`config.mk`:
```
export PLATFORM = sky130hd
export DESIGN_NAME = request_queue_arbiter_flat
export DESIGN_NICKNAME = d
export VERILOG_FILES = /design/src/rtl/request_queue_arbiter_if.sv /design/src/rtl/request_queue_arbiter.sv /design/src/flat_wrapper.sv
export SDC_FILE = /design/constraint.sdc
export NUM_CORES = 1
export LEC_CHECK = 0
export ABC_AREA = 1
export BUFFER_PORTS_ARGS = -buffer_cell sky130_fd_sc_hd__buf_2
export CAP_MARGIN = 20
export CELL_PAD_IN_SITES_DETAIL_PLACEMENT = 0
export CELL_PAD_IN_SITES_GLOBAL_PLACEMENT = 1
export CORE_AREA = 2 2 64 66
export CTS_BUF_LIST = sky130_fd_sc_hd__clkbuf_2 sky130_fd_sc_hd__clkbuf_4 sky130_fd_sc_hd__clkbuf_8
export DETAILED_ROUTE_END_ITERATION = 8
export DIE_AREA = 0 0 66 68
export HOLD_SLACK_MARGIN = 0.06
export PLACE_DENSITY = 0.9
export SYNTH_ARGS = -nofsm -noshare
export SYNTH_HDL_FRONTEND = slang
export SYNTH_SLANG_ARGS = --single-unit
export TNS_END_PERCENT = 100
```
`constraint.sdc`:
```
create_clock -name clock -period 7.2 [get_ports clock]
set_clock_uncertainty 0.05 [all_clocks]
set_input_delay 0.36 -clock clock [delete_from_list [all_inputs] [get_ports clock]]
set_output_delay 0.36 -clock clock [all_outputs]
set_load 0.005 [all_outputs]
```
`src/rtl/request_queue_arbiter_if.sv`:
```
// Bus between N requesters and the arrival-order arbiter.
// The arbiter connects to the slave modport. The requester side, or a bench, connects to master.
interface request_queue_arbiter_if #(
  parameter int N = 4
) ();
  localparam int ID_W = $clog2(N);

  logic [N-1:0]  req;
  logic [N-1:0]  grant;
  logic          grant_valid;
  logic [ID_W-1:0] grant_id;
  logic [N-1:0]  pending;
  logic [ID_W:0] queue_count;

  modport master (
    output req,
    input  grant, grant_valid, grant_id, pending, queue_count
  );

  modport slave (
    input  req,
    output grant, grant_valid, grant_id, pending, queue_count
  );
endinterface

```
`src/rtl/request_queue_arbiter.sv`:
```
// N-way arbiter that serves requesters in the order their requests arrive.
// Each grant is registered, one-hot and held for HOLD cycles.
// Consecutive grants hand off back-to-back with no idle cycle between them.
//
// state   | meaning
// --------+-----------------------------------------------------------
// S_IDLE  | no owner; grant is zero and the queue is empty
// S_GRANT | one requester owns the resource; cnt_q counts down the cycles left
module request_queue_arbiter #(
  parameter int N    = 4,
  parameter int HOLD = 1
) (
  input logic                    clock,
  input logic                    reset,
  request_queue_arbiter_if.slave bus
);
  localparam int ID_W  = $clog2(N);
  // Storage is rounded up to a power of two so that the ID_W-bit tail index
  // can never address past the array. Slots at N and above never fill,
  // because each requester holds at most one slot.
  localparam int DEPTH = 1 << ID_W;
  localparam int CNT_W = (HOLD > 1) ? $clog2(HOLD) : 1;

  localparam logic [0:0] S_IDLE  = 1'b0;
  localparam logic [0:0] S_GRANT = 1'b1;

  localparam logic [CNT_W-1:0] HOLD_LOAD = CNT_W'(HOLD - 1);
  localparam logic [CNT_W-1:0] CNT_ONE   = CNT_W'(1);
  localparam logic [ID_W:0]    QC_ONE    = (ID_W + 1)'(1);
  localparam logic [N-1:0]     ONE_N     = N'(1);

  logic [0:0]      state_q, state_d;
  logic [CNT_W-1:0] cnt_q, cnt_d;
  logic [N-1:0]    grant_q, grant_d;
  logic [ID_W-1:0] gid_q, gid_d;
  logic [N-1:0]    pending_q, pending_d;
  logic [ID_W-1:0] fifo_q [DEPTH];
  logic [ID_W-1:0] fifo_d [DEPTH];
  logic [ID_W:0]   count_q, count_d;

  logic [N-1:0]    elig;
  logic [N-1:0]    push_vec;
  logic [ID_W-1:0] low_id;
  logic            last_cycle;
  logic            choose;
  logic            pop;

  // Next-state logic: pick the next owner, pop the queue head, and append new arrivals in index order.
  always_comb begin
    state_d   = state_q;
    cnt_d     = cnt_q;
    grant_d   = grant_q;
    gid_d     = gid_q;
    pending_d = pending_q;
    count_d   = count_q;
    fifo_d    = fifo_q;
    pop       = 1'b0;
    low_id    = '0;

    last_cycle = (state_q == S_GRANT) && (cnt_q == '0);
    choose     = (state_q == S_IDLE) || last_cycle;

    // The current owner may re-queue only on its last grant cycle.
    elig     = bus.req & ~pending_q & ~(grant_q & {N{~last_cycle}});
    push_vec = elig;

    for (int i = N - 1; i >= 0; i--) begin
      if (elig[i]) begin
        low_id = ID_W'(i);
      end
    end

    if (choose) begin
      if (count_q != '0) begin
        pop       = 1'b1;
        gid_d     = fifo_q[0];
        grant_d   = ONE_N << fifo_q[0];
        pending_d = pending_q & ~(ONE_N << fifo_q[0]);
        state_d   = S_GRANT;
        cnt_d     = HOLD_LOAD;
      end else if (elig != '0) begin
        gid_d    = low_id;
        grant_d  = ONE_N << low_id;
        push_vec = elig & ~(ONE_N << low_id);
        state_d  = S_GRANT;
        cnt_d    = HOLD_LOAD;
      end else begin
        gid_d   = '0;
        grant_d = '0;
        state_d = S_IDLE;
        cnt_d   = '0;
      end
    end else begin
      cnt_d = cnt_q - CNT_ONE;
    end

    if (pop) begin
      for (int j = 0; j < DEPTH - 1; j++) begin
        fifo_d[j] = fifo_q[j + 1];
      end
      fifo_d[DEPTH - 1] = '0;
      count_d = count_q - QC_ONE;
    end

    for (int i = 0; i < N; i++) begin
      if (push_vec[i]) begin
        fifo_d[count_d[ID_W-1:0]] = ID_W'(i);
        count_d      = count_d + QC_ONE;
        pending_d[i] = 1'b1;
      end
    end
  end

  // State registers: reset clears everything at once, and the queue contents are discarded.
  always_ff @(posedge clock or posedge reset) begin
    if (reset) begin
      state_q   <= S_IDLE;
      cnt_q     <= '0;
      grant_q   <= '0;
      gid_q     <= '0;
      pending_q <= '0;
      count_q   <= '0;
      for (int j = 0; j < DEPTH; j++) begin
        fifo_q[j] <= '0;
      end
    end else begin
      state_q   <= state_d;
      cnt_q     <= cnt_d;
      grant_q   <= grant_d;
      gid_q     <= gid_d;
      pending_q <= pending_d;
      count_q   <= count_d;
      fifo_q    <= fifo_d;
    end
  end

  assign bus.grant       = grant_q;
  assign bus.grant_valid = (state_q == S_GRANT);
  assign bus.grant_id    = gid_q;
  assign bus.pending     = pending_q;
  assign bus.queue_count = count_q;
endmodule

```
`src/flat_wrapper.sv`:
```
// flat-port wrapper written by rule: the top's interface ports become plain ports
module request_queue_arbiter_flat 
#(
  parameter int N    = 4,
  parameter int HOLD = 1
)
  (clock, reset, bus_req, bus_grant, bus_grant_valid, bus_grant_id, bus_pending, bus_queue_count);
  request_queue_arbiter_if #(.N(N)) bus_i ();
  input logic clock;
  input logic reset;
  input wire logic [$bits(bus_i.req)-1:0] bus_req;
  output wire logic [$bits(bus_i.grant)-1:0] bus_grant;
  output wire logic [$bits(bus_i.grant_valid)-1:0] bus_grant_valid;
  output wire logic [$bits(bus_i.grant_id)-1:0] bus_grant_id;
  output wire logic [$bits(bus_i.pending)-1:0] bus_pending;
  output wire logic [$bits(bus_i.queue_count)-1:0] bus_queue_count;
  assign bus_i.req = bus_req;
  assign bus_grant = bus_i.grant;
  assign bus_grant_valid = bus_i.grant_valid;
  assign bus_grant_id = bus_i.grant_id;
  assign bus_pending = bus_i.pending;
  assign bus_queue_count = bus_i.queue_count;
  request_queue_arbiter #(.N(N), .HOLD(HOLD)) u_core (.clock(clock), .reset(reset), .bus(bus_i));
endmodule
```
==> results of run 1 <==
cell families after synthesis:
kind of cell,share of synthesized area
other,0.00219
AO/OA/AOI/OAI,0.0942
buffers and inverters,0.0825
AND/OR/NAND/NOR,0.410
flip-flops,0.336
adder cells (fa/ha/maj),0.0657
XOR/XNOR,0.0102
worst register-to-register path, stage by stage, from the launching register on:
cell and delay (ns):
dfrtp_1 0.42, inv_1 0.13, ha_1 0.23, nand2_4 0.12, nand2_4 0.18, nand2_1 0.09
nand2_2 0.11, nand3_2 0.12, nand2_1 0.15, inv_1 0.06, ha_1 0.28, nand2_1 0.08
nand2_1 0.09, inv_1 0.09, ha_1 0.16, inv_1 0.04, nor2_1 0.12, nand2_1 0.08
nand2_1 0.06, nand2_1 0.04, nand2_1 0.07, inv_1 0.04, nand2_1 0.05, nand2_1 0.05
path summary, 6_finish.rpt:
| kind | slack (ns) | end | depth (start not counted) |
|---|---|---|---|
| setup / recovery | 4.19 | u_core.bus.queue_count[2] | 23 |
| hold / removal | 0.21 | u_core.bus.grant[3] | 2 |
| setup reg to reg | 4.19 | u_core.bus.queue_count[2] | 23 |
| hold reg to reg | 0.46 | u_core.bus.grant_id[0] | 2 |
| max in group asynchronous | 6.35 | u_core.cnt_q | 2 |
| min in group clock | 0.46 | u_core.bus.grant_id[0] | 2 |
state kept, by name, summed over array words and instances, names as in the netlist:
signal / cells
u_core.bus.grant: 4
u_core.bus.queue_count: 3
u_core.bus.grant_id: 2
u_core.fifo_q: 8
u_core.bus.grant_valid: 1
u_core.cnt_q: 1
u_core.bus.pending: 4
stage by stage:
step | setup slack, ns | hold slack (ns) | util | power [W] | cells
after floorplan | 4.49 | 0.312 | - | 0.000512 | 232
after global placement | 4.29 | 0.442 | 0.484 | 0.000603 | 300
after detailed placement | 4.22 | 0.445 | 0.484 | 0.000607 | 300
after CTS | 4.19 | 0.239 | 0.497 | 0.000691 | 304
after global routing | 3.85 | 0.268 | 0.497 | 0.000757 | 304
final | 4.19 | 0.215 | 0.497 | 0.000684 | 304
cell type report:
class,count,share of cell area
repair buffers,19,0.0496
clock buffers,3,0.0215
clock inverters,1,0.00392
multi-input cells,172,0.520
flip-flops and latches,23,0.300
inverters,36,0.0718
well taps,50,0.0326
metal layers:
metal	wire, um	track usage
met5	0	0
met4	115	0.0842
met3	98	0.0164
met2	1690	0.308
met1	1800	0.241
placed cells by master, fill, tap and decap left out:
cell	count
clkbuf_8	3
a21oi_2	1
nand4_1	1
inv_1	30
a22oi_1	1
nand2_1	73
conb_1	1
o21ai_0	10
o21ai_2	1
nor3_4	1
a21boi_0	1
nor2_2	1
o211ai_1	6
dfrtp_1	23
xnor2_1	2
a31oi_1	1
nand3_4	1
a21oi_1	2
nand3_1	18
nor2_8	2
nand2_2	8
buf_2	19
nand3b_1	1
inv_2	5
inv_4	1
nand2_4	8
ha_1	9
o221ai_1	2
clkinvlp_4	1
nor2_1	17
nand3_2	4
power groups by stage:
stage / clock network, W / registers (W) / logic (W)
after detailed placement: 0 / 0.000191 / 0.000416
after CTS: 0.0000846 / 0.000188 / 0.000418
final: 0.0000824 / 0.000188 / 0.000414
after floorplan: 0 / 0.000190 / 0.000322
after global placement: 0 / 0.000190 / 0.000413
after global routing: 0.0000900 / 0.000193 / 0.000474
==> run metrics, run 1 <==
CTS Buf Count 3; vias in the first global route 1316; critical path's most frequent cell nand2_1; register area 576 um2; RSZ-0062 raised after global routing false; max_slew headroom 0.418; Yosys cell types 29; syn_area_per_cell 7.39 um2; Post-DP HPWL 3090 um; Setup Buffers After CTS 0; slowest stage delay, CP 0.42 ns; Warnings, synthesis 0; flops & latches, synth 23; Arrival @ worst endpoint 3.12 ns; Mapped Cells 232; CTS tree yes; Synth Net Count 247; Synth area leaders dfrtp_1 (34%), nand2_1 (16%), ha_1 (6.6%); Pleak 1.02 nW; Most used DFF post-synth dfrtp_1; switching power 0.000340 W; Layout area overhead 11.8%; cell with the most instances after synthesis nand2_1; Final Wtd Congestion 0.831; HP Class primary input to async pin; fill count 403; status complete, no violations; Pins Over Slew Limit 0; CP startpoint u_core.bus.queue_count[0]; # clock sinks 23; Clock Power Share 0.120; worst path cell trace inv_1 -> ha_1 -> nand2_4 -> nand2_4 -> nand2_1 -> nand2_2 -> nand3_2 -> nand2_1 -> inv_1 -> ha_1 -> nand2_1 -> nand2_1 -> inv_1 -> ha_1 -> inv_1 -> nor2_1 -> nand2_1 -> nand2_1 -> nand2_1 -> nand2_1 -> inv_1 -> nand2_1 -> nand2_1; Max Fclk 0.332 GHz; area share of the leading cell type in the synthesized netlist 0.336; Crit. End Element flip-flop; total of max-cap violations 0; PortBufs 19; sequential share of power 0.275; # rows 23; FFs w/ async S/R, synth 1.00; power density over the cells 357 nW/um2; core area 3860 um2; type of origin of the critical path flip-flop; critical path class flip-flop to flip-flop; VDD IR max 0.165 mV; RR Startpoint u_core.bus.queue_count[0]; Fin Setup TNS 0 ns; synthesized area 1710 um2; fin crit period 3.01 ns; sequential fraction of the synthesis area 0.336; Largest delay share family, worst path simple AND/OR/NAND/NOR gates; CTS root buf clkbuf_8; final-report hold violation count 0; first-pass GRT wire length 6180 um; Worst-Margin Slew 0.871 ns; Finished Cell Area 1920 um2; combinational share of power 0.605; n_diodes 0; largest net degree at the start of global routing 24; Sw Ratio 0.496; cts hold-fix bufs 0; total track usage 0.183; DR pass1 iterations 4; Tcrit/Tclk final 0.418; final setup fails 0; # DRC 0; die outline height 68 um; critical path required time 7.32 ns; Final ANT Viol Nets 0; internal power 0.000345 W; Routed WL per cell 12.2 um; top cells by count, synth nand2_1 (73), inv_1 (30), dfrtp_1 (23), nand3_1 (18), nor2_1 (17); Cell Area, Placed 1870 um2; # nets final 270; clock transition at the registers of the reported paths 0.08 ns; CTS H-tree depth 1; critical path peak fanout 18; initial drt markers 54; # IOs 20; gr ovfl total 0; crit path max-delay cell type dfrtp_1; initial antenna violation count 0; Die Footprint 4490 um2; Post-synth EDFFs 0; share of cells above drive strength 1 0.220; clock latency on the worst-skew pair 0.27 ns; Longest Clk Path Bufs 2; Starting Density 0.445; Critical path buffers and inverters 5; Synth area leader dfrtp_1; vias 1481; CTS resizes 0; DRT Wirelength 3710 um; Multi-input gate area 997 um2; vias per cell 4.87; overall die width 66 um
(Power assumes the default switching activity.)
==> run 2, diff against run 1 <==
- CORE_AREA: 2 2 64 66 -> 2 2 66 68
- DIE_AREA: 0 0 66 68 -> 0 0 68 70
- PLACE_DENSITY: 0.9 -> 0.86
- clock period: 7.2 -> 3 ns (I/O delays scaled with it)
==> run 2 against run 1 <==
Routed wire length rose by 2.4%. Non-clock buffer count rose by 4. Via count rose by 0.41%. Die area rose by 6.1%. Maximum frequency rose by 8.8%. Utilization fell by 1.6 points. Clock power rose to 2.5 times the previous value. Clock-buffer cell count did not move.
==> run metrics, run 2 (synthesized netlist as in run 1, its figures left out) <==
Top reg by flops u_core.fifo_q; setup ws final 0.234 ns; critical path's most frequent cell nand2_1; DR pass1 iterations 4; crit path max-delay cell type dfrtp_1; Crit. End Element flip-flop; WHS 0.233 ns; slowest stage delay, CP 0.42 ns; die outline height 70 um; combinational share of power 0.624; Routed WL per cell 12.2 um; Multi-input gate area 1040 um2; # nets final 274; Worst-Margin Slew 0.896 ns; VDD IR max 0.349 mV; RR Startpoint u_core.bus.queue_count[0]; Arrival @ worst endpoint 2.89 ns; type of origin of the critical path flip-flop; worst path cell trace inv_2 -> ha_4 -> nand2_8 -> nor2_8 -> nor2_8 -> nand2_4 -> nand2_1 -> nand2_2 -> inv_1 -> ha_1 -> nand2_1 -> nand2_2 -> inv_2 -> ha_1 -> inv_1 -> nor2_2 -> nand2_1 -> nand2_1 -> nand2_1 -> nand2_1 -> inv_1 -> nand2_1 -> nand2_1; max_slew headroom 0.402; Largest register FFs 8; clock transition at the registers of the reported paths 0.09 ns; Tcrit/Tclk final 0.922; Post-DP HPWL 3030 um; # IOs 20; # clock sinks 23; Starting Density 0.414; commonest non-fill, non-tap cell in the layout nand2_1; Max Fclk 0.362 GHz; fin crit period 2.77 ns; internal power 0.000887 W; vias per cell 4.80; vias in the first global route 1361; fill count 443; Worst R2R Setup Slack 0.23 ns; Longest Clk Path Bufs 2; CTS H-tree depth 1; most frequent cells in the layout nand2_1 (71), inv_1 (27), dfrtp_1 (23), buf_2 (19), nand3_1 (17); share of cells above drive strength 1 0.260; critical path required time 3.12 ns; # rows 24; hold_sp bus_req[2]; Pleak 1.03 nW; CTS root buf clkbuf_8; Inst Count DP 303; gr ovfl total 0; HP Class primary input to flip-flop; initial antenna violation count 0; sequential share of power 0.259; Finished Core Util 0.481; critical path class flip-flop to flip-flop; overall die width 68 um; core area 4140 um2; Die Footprint 4760 um2; non-filler cells, final 310; total track usage 0.174; clock latency on the worst-skew pair 0.28 ns; # DRC 0; status complete, no violations; power density over the cells 881 nW/um2; initial drt markers 71; vias 1487; CP startpoint u_core.bus.queue_count[0]; Sw Ratio 0.495; DRT Wirelength 3790 um; Final ANT Viol Nets 0; Clock Power Share 0.117; Setup WS pre-CTS 0.0691 ns; CTS tree yes; register area 576 um2; first-pass GRT wire length 6250 um; final-report hold violation count 0; switching power 0.000869 W; Final Wtd Congestion 0.866; PortBufs 19; total of max-cap violations 0; n_diodes 0; Layout area overhead 16.3%; Pins Over Slew Limit 0; largest net degree at the start of global routing 24; CTS Buf Count 3; final setup fails 0; critical path peak fanout 6
-- run 2: metal layers --
metal	vias to the layer above	share of wire	track usage
met1	674	0.49	0.237
met4	0	0.018	0.0644
met5	-	0	0
met2	18	0.46	0.277
met3	7	0.029	0.0225
li1	788	-	-
-- run 2: final timing paths --
kind                                              to  cells after the start
max                        u_core.bus.queue_count[2]                     23
min in group asynchronous     u_core.bus.grant_id[1]                      3
min reg2reg                   u_core.bus.grant_id[1]                      2
min                              u_core.bus.grant[2]                      5
max reg2reg                u_core.bus.queue_count[2]                     23
max in group asynchronous  u_core.bus.queue_count[1]                      3
-- run 2: power by group through the flow --
| stage | combinational, W | clock [W] | sequential (W) |
|---|---|---|---|
| after global placement | 0.00100 | 0 | 0.000458 |
| final | 0.00110 | 0.000206 | 0.000455 |
| after detailed placement | 0.00100 | 0 | 0.000459 |
| after CTS | 0.00101 | 0.000209 | 0.000453 |
| after floorplan | 0.000774 | 0 | 0.000456 |
| after global routing | 0.00124 | 0.000222 | 0.000465 |
-- run 2: timing repair --
item	4_1_cts	5_1_grt
hold buffers	1	0
setup endpoints to repair	0	10
buffers inserted	0	2
hold endpoints to repair	23	0
resized for setup	0	11
-- run 2: critical path, delay by kind of cell, from the launching register on --
family	cells	cell delay, ns
fa+ha+maj	3	0.61
buf+inv	5	0.31
flops	1	0.42
simple gates	15	1.26
-- run 2: layout make-up --
type | instances | area share
multi-input cells | 172 | 0.521
clock inverters | 1 | 0.00377
flip-flops and latches | 23 | 0.289
inverters | 36 | 0.0691
repair buffers | 23 | 0.0640
well taps | 52 | 0.0326
clock buffers | 3 | 0.0207
-- run 2: metrics by stage --
step	setup TNS [ns]	area [um2]	total power, W
2_1_floorplan	0	1710	0.00123
6_report	0	1990	0.00176
3_5_place_dp	0	1880	0.00146
3_3_place_gp	0	1880	0.00146
4_1_cts	0	1940	0.00167
5_1_grt	-0.00385	1990	0.00193
